<file path="src/rtl/external_bus_interface.sv">
// external_bus_interface
//   Runs one handshaked access on the external memory bus for each core
//   request. The core presents {addr_high, addr_low}, write_data and rw with
//   req, and is held off through core_stall until the access finishes. Read
//   data comes back on read_data. A wait-state timeout ends an access that
//   the memory never acknowledges.
//
// Parameters
//   MAX_WAIT      cycles in WAIT without mem_ack before timeout (0 = never)
//   TIMEOUT_DATA  byte returned on a read that timed out
//
// Ports
//   clk, nrst                 clock, synchronous active-low reset
//   req, rw                   request strobe, 1 = read / 0 = write
//   addr_low, addr_high       16-bit address from the core
//   write_data                write byte from the core
//   read_data                 registered read byte to the datapath
//   core_stall                combinational freeze for the core
//   done                      one-cycle completion pulse
//   bus_error, err_clear      sticky timeout flag and its clear
//   mem_addr, mem_wdata       registered address / write byte to memory
//   mem_en, mem_we            access active, write cycle
//   mem_ack, mem_rdata        memory completion and read byte
//
// state | meaning
// IDLE  | waiting for req; captures address/data when it arrives
// WAIT  | access presented to memory, counting wait cycles
// DONE  | done pulse cycle; the stale req still held by the core is ignored

module external_bus_interface #(
  parameter int          MAX_WAIT     = 16,
  parameter logic [7:0]  TIMEOUT_DATA = 8'hEA
) (
  input  logic        clk,
  input  logic        nrst,
  input  logic        req,
  input  logic        rw,
  input  logic [7:0]  addr_low,
  input  logic [7:0]  addr_high,
  input  logic [7:0]  write_data,
  output logic [7:0]  read_data,
  output logic        core_stall,
  output logic        done,
  output logic        bus_error,
  input  logic        err_clear,
  output logic [15:0] mem_addr,
  output logic [7:0]  mem_wdata,
  output logic        mem_en,
  output logic        mem_we,
  input  logic        mem_ack,
  input  logic [7:0]  mem_rdata
);

  // Counter only has to reach MAX_WAIT-1; it saturates at all-ones.
  localparam int             CW   = (MAX_WAIT > 1) ? $clog2(MAX_WAIT) : 1;
  localparam logic [CW-1:0]  LAST = CW'((MAX_WAIT == 0) ? 0 : MAX_WAIT - 1);
  localparam logic [CW-1:0]  SAT  = '1;

  typedef enum logic [1:0] {IDLE, WAIT, DONE} state_t;

  state_t         state, state_n;
  logic [CW-1:0]  cnt, cnt_n;
  logic [15:0]    mem_addr_n;
  logic [7:0]     mem_wdata_n, read_data_n;
  logic           mem_en_n, mem_we_n, done_n, bus_error_n;
  logic           timeout;

  assign timeout    = (MAX_WAIT != 0) && (cnt == LAST);
  assign core_stall = ((state == IDLE) && req) || (state == WAIT);

  always_ff @(posedge clk) begin
    if (!nrst) begin
      state     <= IDLE;
      cnt       <= '0;
      mem_addr  <= '0;
      mem_wdata <= '0;
      read_data <= '0;
      mem_en    <= 1'b0;
      mem_we    <= 1'b0;
      done      <= 1'b0;
      bus_error <= 1'b0;
    end else begin
      state     <= state_n;
      cnt       <= cnt_n;
      mem_addr  <= mem_addr_n;
      mem_wdata <= mem_wdata_n;
      read_data <= read_data_n;
      mem_en    <= mem_en_n;
      mem_we    <= mem_we_n;
      done      <= done_n;
      bus_error <= bus_error_n;
    end
  end

  always_comb begin
    state_n     = state;
    cnt_n       = cnt;
    mem_addr_n  = mem_addr;
    mem_wdata_n = mem_wdata;
    read_data_n = read_data;
    mem_en_n    = mem_en;
    mem_we_n    = mem_we;
    done_n      = 1'b0;
    // A timeout set takes priority over a clear arriving on the same edge.
    bus_error_n = err_clear ? 1'b0 : bus_error;

    unique case (state)
      IDLE: begin
        if (req) begin
          mem_addr_n = {addr_high, addr_low};
          mem_we_n   = ~rw;
          mem_en_n   = 1'b1;
          if (!rw) mem_wdata_n = write_data;
          cnt_n      = '0;
          state_n    = WAIT;
        end
      end
      WAIT: begin
        if (mem_ack) begin
          // mem_we still reflects the captured direction of this access.
          if (!mem_we) read_data_n = mem_rdata;
          mem_en_n = 1'b0;
          mem_we_n = 1'b0;
          done_n   = 1'b1;
          state_n  = DONE;
        end else if (timeout) begin
          if (!mem_we) read_data_n = TIMEOUT_DATA;
          bus_error_n = 1'b1;
          mem_en_n    = 1'b0;
          mem_we_n    = 1'b0;
          done_n      = 1'b1;
          state_n     = DONE;
        end else if (cnt != SAT) begin
          cnt_n = cnt + CW'(1);
        end
      end
      DONE: begin
        state_n = IDLE;
      end
      default: begin
        state_n = IDLE;
      end
    endcase
  end

endmodule

</file>
<file path="config.mk">
export PLATFORM = sky130hd
export DESIGN_NAME = external_bus_interface
export DESIGN_NICKNAME = d
export VERILOG_FILES = /design/src/rtl/external_bus_interface.sv
export SDC_FILE = /design/constraint.sdc
export NUM_CORES = 1
export LEC_CHECK = 0
export CORE_MARGIN = 10
export CORE_UTILIZATION = 27
export CTS_CLUSTER_SIZE = 16
export DETAILED_ROUTE_END_ITERATION = 12
export PLACE_DENSITY = 0.55
export SYNTH_ARGS = -nofsm -noshare
export SYNTH_HDL_FRONTEND = slang
export SYNTH_SLANG_ARGS = --single-unit
export TNS_END_PERCENT = 1
</file>
<file path="constraint.sdc">
create_clock -name clk -period 2.4 [get_ports clk]
set_input_delay 0.6 -clock clk [delete_from_list [all_inputs] [get_ports clk]]
set_output_delay 0.6 -clock clk [all_outputs]
set_load 0.005 [all_outputs]
</file>
==> results.json <==
{
  "slowest_stage": "or3b_2",
  "synth-xor-area-share_pct": 0,
  "cp-end-kind": "output port",
  "coreArea_um2": 5610,
  "yosys.cell_types.count": 31,
  "synthSimpleGateAreaFrac_pct": 24.6,
  "wirelength_mm": 4.75,
  "register_area_um2": 841,
  "max-vdd-ir-drop_v": 0.000332,
  "synth.cell_area_um2": 1580,
  "via_count": 1520,
  "skew_ps": 9.99,
  "crit_chain": "dlygate4sd2_1, or3b_2, nand2_1, clkdlybuf4s15_2",
  "cpPeakStageDelay_ps": 470,
  "synth-seq-cells": 42,
  "initial_utilization_pct": 28.2,
  "drv_cap": 0,
  "dp_hpwl_mm": 3.51,
  "rows": 27,
  "grt-ovfl-total": 0,
  "muxShareOfSynthArea_pct": 0,
  "clock_latency_ps": 290,
  "status": "complete, no violations",
  "areaGrowthSynthToFinish_pct": 59.3,
  "fmax_ghz": 0.451,
  "maxSlewHeadroom_pct": 53.3,
  "num-fill-cells": 588,
  "cp_top_family": "simple AND/OR/NAND/NOR gates",
  "drc_errors": 0,
  "gp_congestion": 0.709,
  "diodes": 0,
  "clk_pin_slew_ps": 80,
  "cp_max_fo": 4,
  "synth_top_family_by_area": "simple AND/OR/NAND/NOR gates",
  "syn_avg_cell_area_um2": 8.66,
  "synth_top_cell_area_share_pct": 53.1,
  "critPathKind": "in2out",
  "clock_sinks": 42,
  "worstPathArrival_ps": 1620,
  "grt_setup_unrepaired": "no",
  "drt-initial-drc-count": 54,
  "ys_top_cells_by_area": "dfxtp_1 (53%), nand2_1 (13%), a21oi_1 (8.8%), o221a_2 (3.6%), clkbuf_1 (2.1%)",
  "antenna_found_initial": 0,
  "synth-compound-area-share_pct": 17.3,
  "finalCriticalPeriod_ps": 2220,
  "numCtsBuffers": 5,
  "slew_violations": 0,
  "synthArstFlopShare_pct": 0,
  "start_kind": "input port",
  "synthesis.instances": 183,
  "crit_buf_inv": 2,
  "globalRouteTotalUtil_pct": 10.2,
  "ys.flop_type": "dfxtp_1",
  "die_w_um": 96.6,
  "cts.path.max_buffers": 2,
  "p_leak_nw": 0.920,
  "clockRootBuffer": "clkbuf_8",
  "cts_tree": "built",
  "multi_input_area_um2": 677,
  "ant_nets": 0,
  "synth-warning-count": 0,
  "avgRoutedWirePerCell_um": 14.2,
  "die_h_um": 96.6,
  "grt_pass1_wl_mm": 7.41,
  "port_buffers": 74,
  "h-tree-depth": 2,
  "drive_above_1_share_pct": 9.96,
  "first_pass_iters": 4,
  "ios": 75,
  "synth_edf_count": 0,
  "setup_viol": 0,
  "powerDensity_nw_per_um2": 584,
  "hold_class": "reg2reg",
  "synth_fa_ha_area_share_pct": 0.790,
  "setup-tns-final_ps": 0,
  "finalPower_mw": 1.47,
  "crit_required_ps": 1800,
  "tightest_slew_ps": 699,
  "syn_nets": 222,
  "die_area_um2": 9330,
  "yosysTopAreaCell": "dfxtp_1",
  "grt_max_degree": 23,
  "final_nets": 299,
  "cts_hold_buf": 0,
  "viasPerCell": 4.56,
  "final-hold-violation-count": 0,
  "final_common_cell": "clkdlybuf4s50_1",
  "mostFrequentLayoutCells": "clkdlybuf4s50_1 (72), nand2_1 (55), dfxtp_1 (42), a21oi_1 (28), buf_4 (8)",
  "ys_seq_area_share_pct": 53.1,
  "grt_pass1_vias": 1455,
  "post-route-period-util_pct": 92.3
}
## metal layers
metal	vias to the layer above	share of wire, %	global-route usage [%]
met5	-	0	0
met4	0	1.6	4.00
met3	7	14	5.63
met2	63	39	14.3
met1	667	46	12.7
li1	783	-	-
## metrics by stage
| stage | area, µm² | utilization (%) | hold WS, ps | setup WS [ps] | std cells |
|---|---|---|---|---|---|
| 4_1_cts | 2520 | 45.0 | 458 | 183 | 333 |
| 2_1_floorplan | 1580 | - | 453 | 364 | 183 |
| 3_5_place_dp | 2430 | 43.4 | 448 | -390 | 325 |
| 6_report | 2520 | 45.0 | 455 | 184 | 333 |
| 5_1_grt | 2520 | 45.0 | 471 | 122 | 333 |
| 3_3_place_gp | 2430 | 43.4 | 440 | -379 | 325 |
## registers in the layout (all words and copies together) (netlist names)
signal     cells
bus_error      1
cnt            4
done           1
mem_addr      16
mem_en         1
mem_wdata      8
mem_we         1
read_data      8
state          2
## cells by family (layout without fill, tap and decap cells)
group | after synthesis | after routing
flops | 42 | 42
compound gates | 45 | 45
fa+ha+maj | 1 | 1
buf+inv | 14 | 92
simple gates | 81 | 81
## cell usage after synthesis, types with 2 or more instances
cell type	number
a21oi_1	28
a31oi_1	3
buf_2	2
clkbuf_1	9
dfxtp_1	42
nand2_1	55
nand3_1	2
nand3b_1	4
nor2_1	3
nor3_1	3
o211ai_1	4
o21ai_0	2
o221a_2	5
o22ai_1	3
or3_1	2
## final timing paths
path              slack (ps)            to  cells past startpoint          from
hold reg to reg          450  mem_addr[10]                      2  mem_addr[10]
hold / removal           450  mem_addr[10]                      2  mem_addr[10]
setup / recovery         180    core_stall                      4           req
setup reg to reg         860        cnt[3]                      4      state[0]
## repair_timing
item	CTS	global route
resized for setup	4	0
setup buffers	0	0
endpoints found under the hold margin	0	0
endpoints found under the setup margin	1	0
## worst min-delay path, stage by stage, from the launching register on
cell and delay (ps):
dfxtp_1 310, nand2_1 50, a21oi_1 50
## where the power goes
| part | internal [mW] | total, mW | switching [mW] |
|---|---|---|---|
| clock network | 0.232 | 0.465 | 0.233 |
| logic | 0.155 | 0.257 | 0.102 |
| registers | 0.733 | 0.752 | 0.0186 |
| total | 1.12 | 1.47 | 0.353 |
## area by class of cell
class	instances	share of cell area (%)
timing repair buffer	83	32.5
clock buffer	7	3.42
multi-input combinational	127	26.8
sequential	42	33.3
tap	72	3.57
clock inverter	1	0.198
inverter	1	0.149
(Power assumes the default switching activity.)
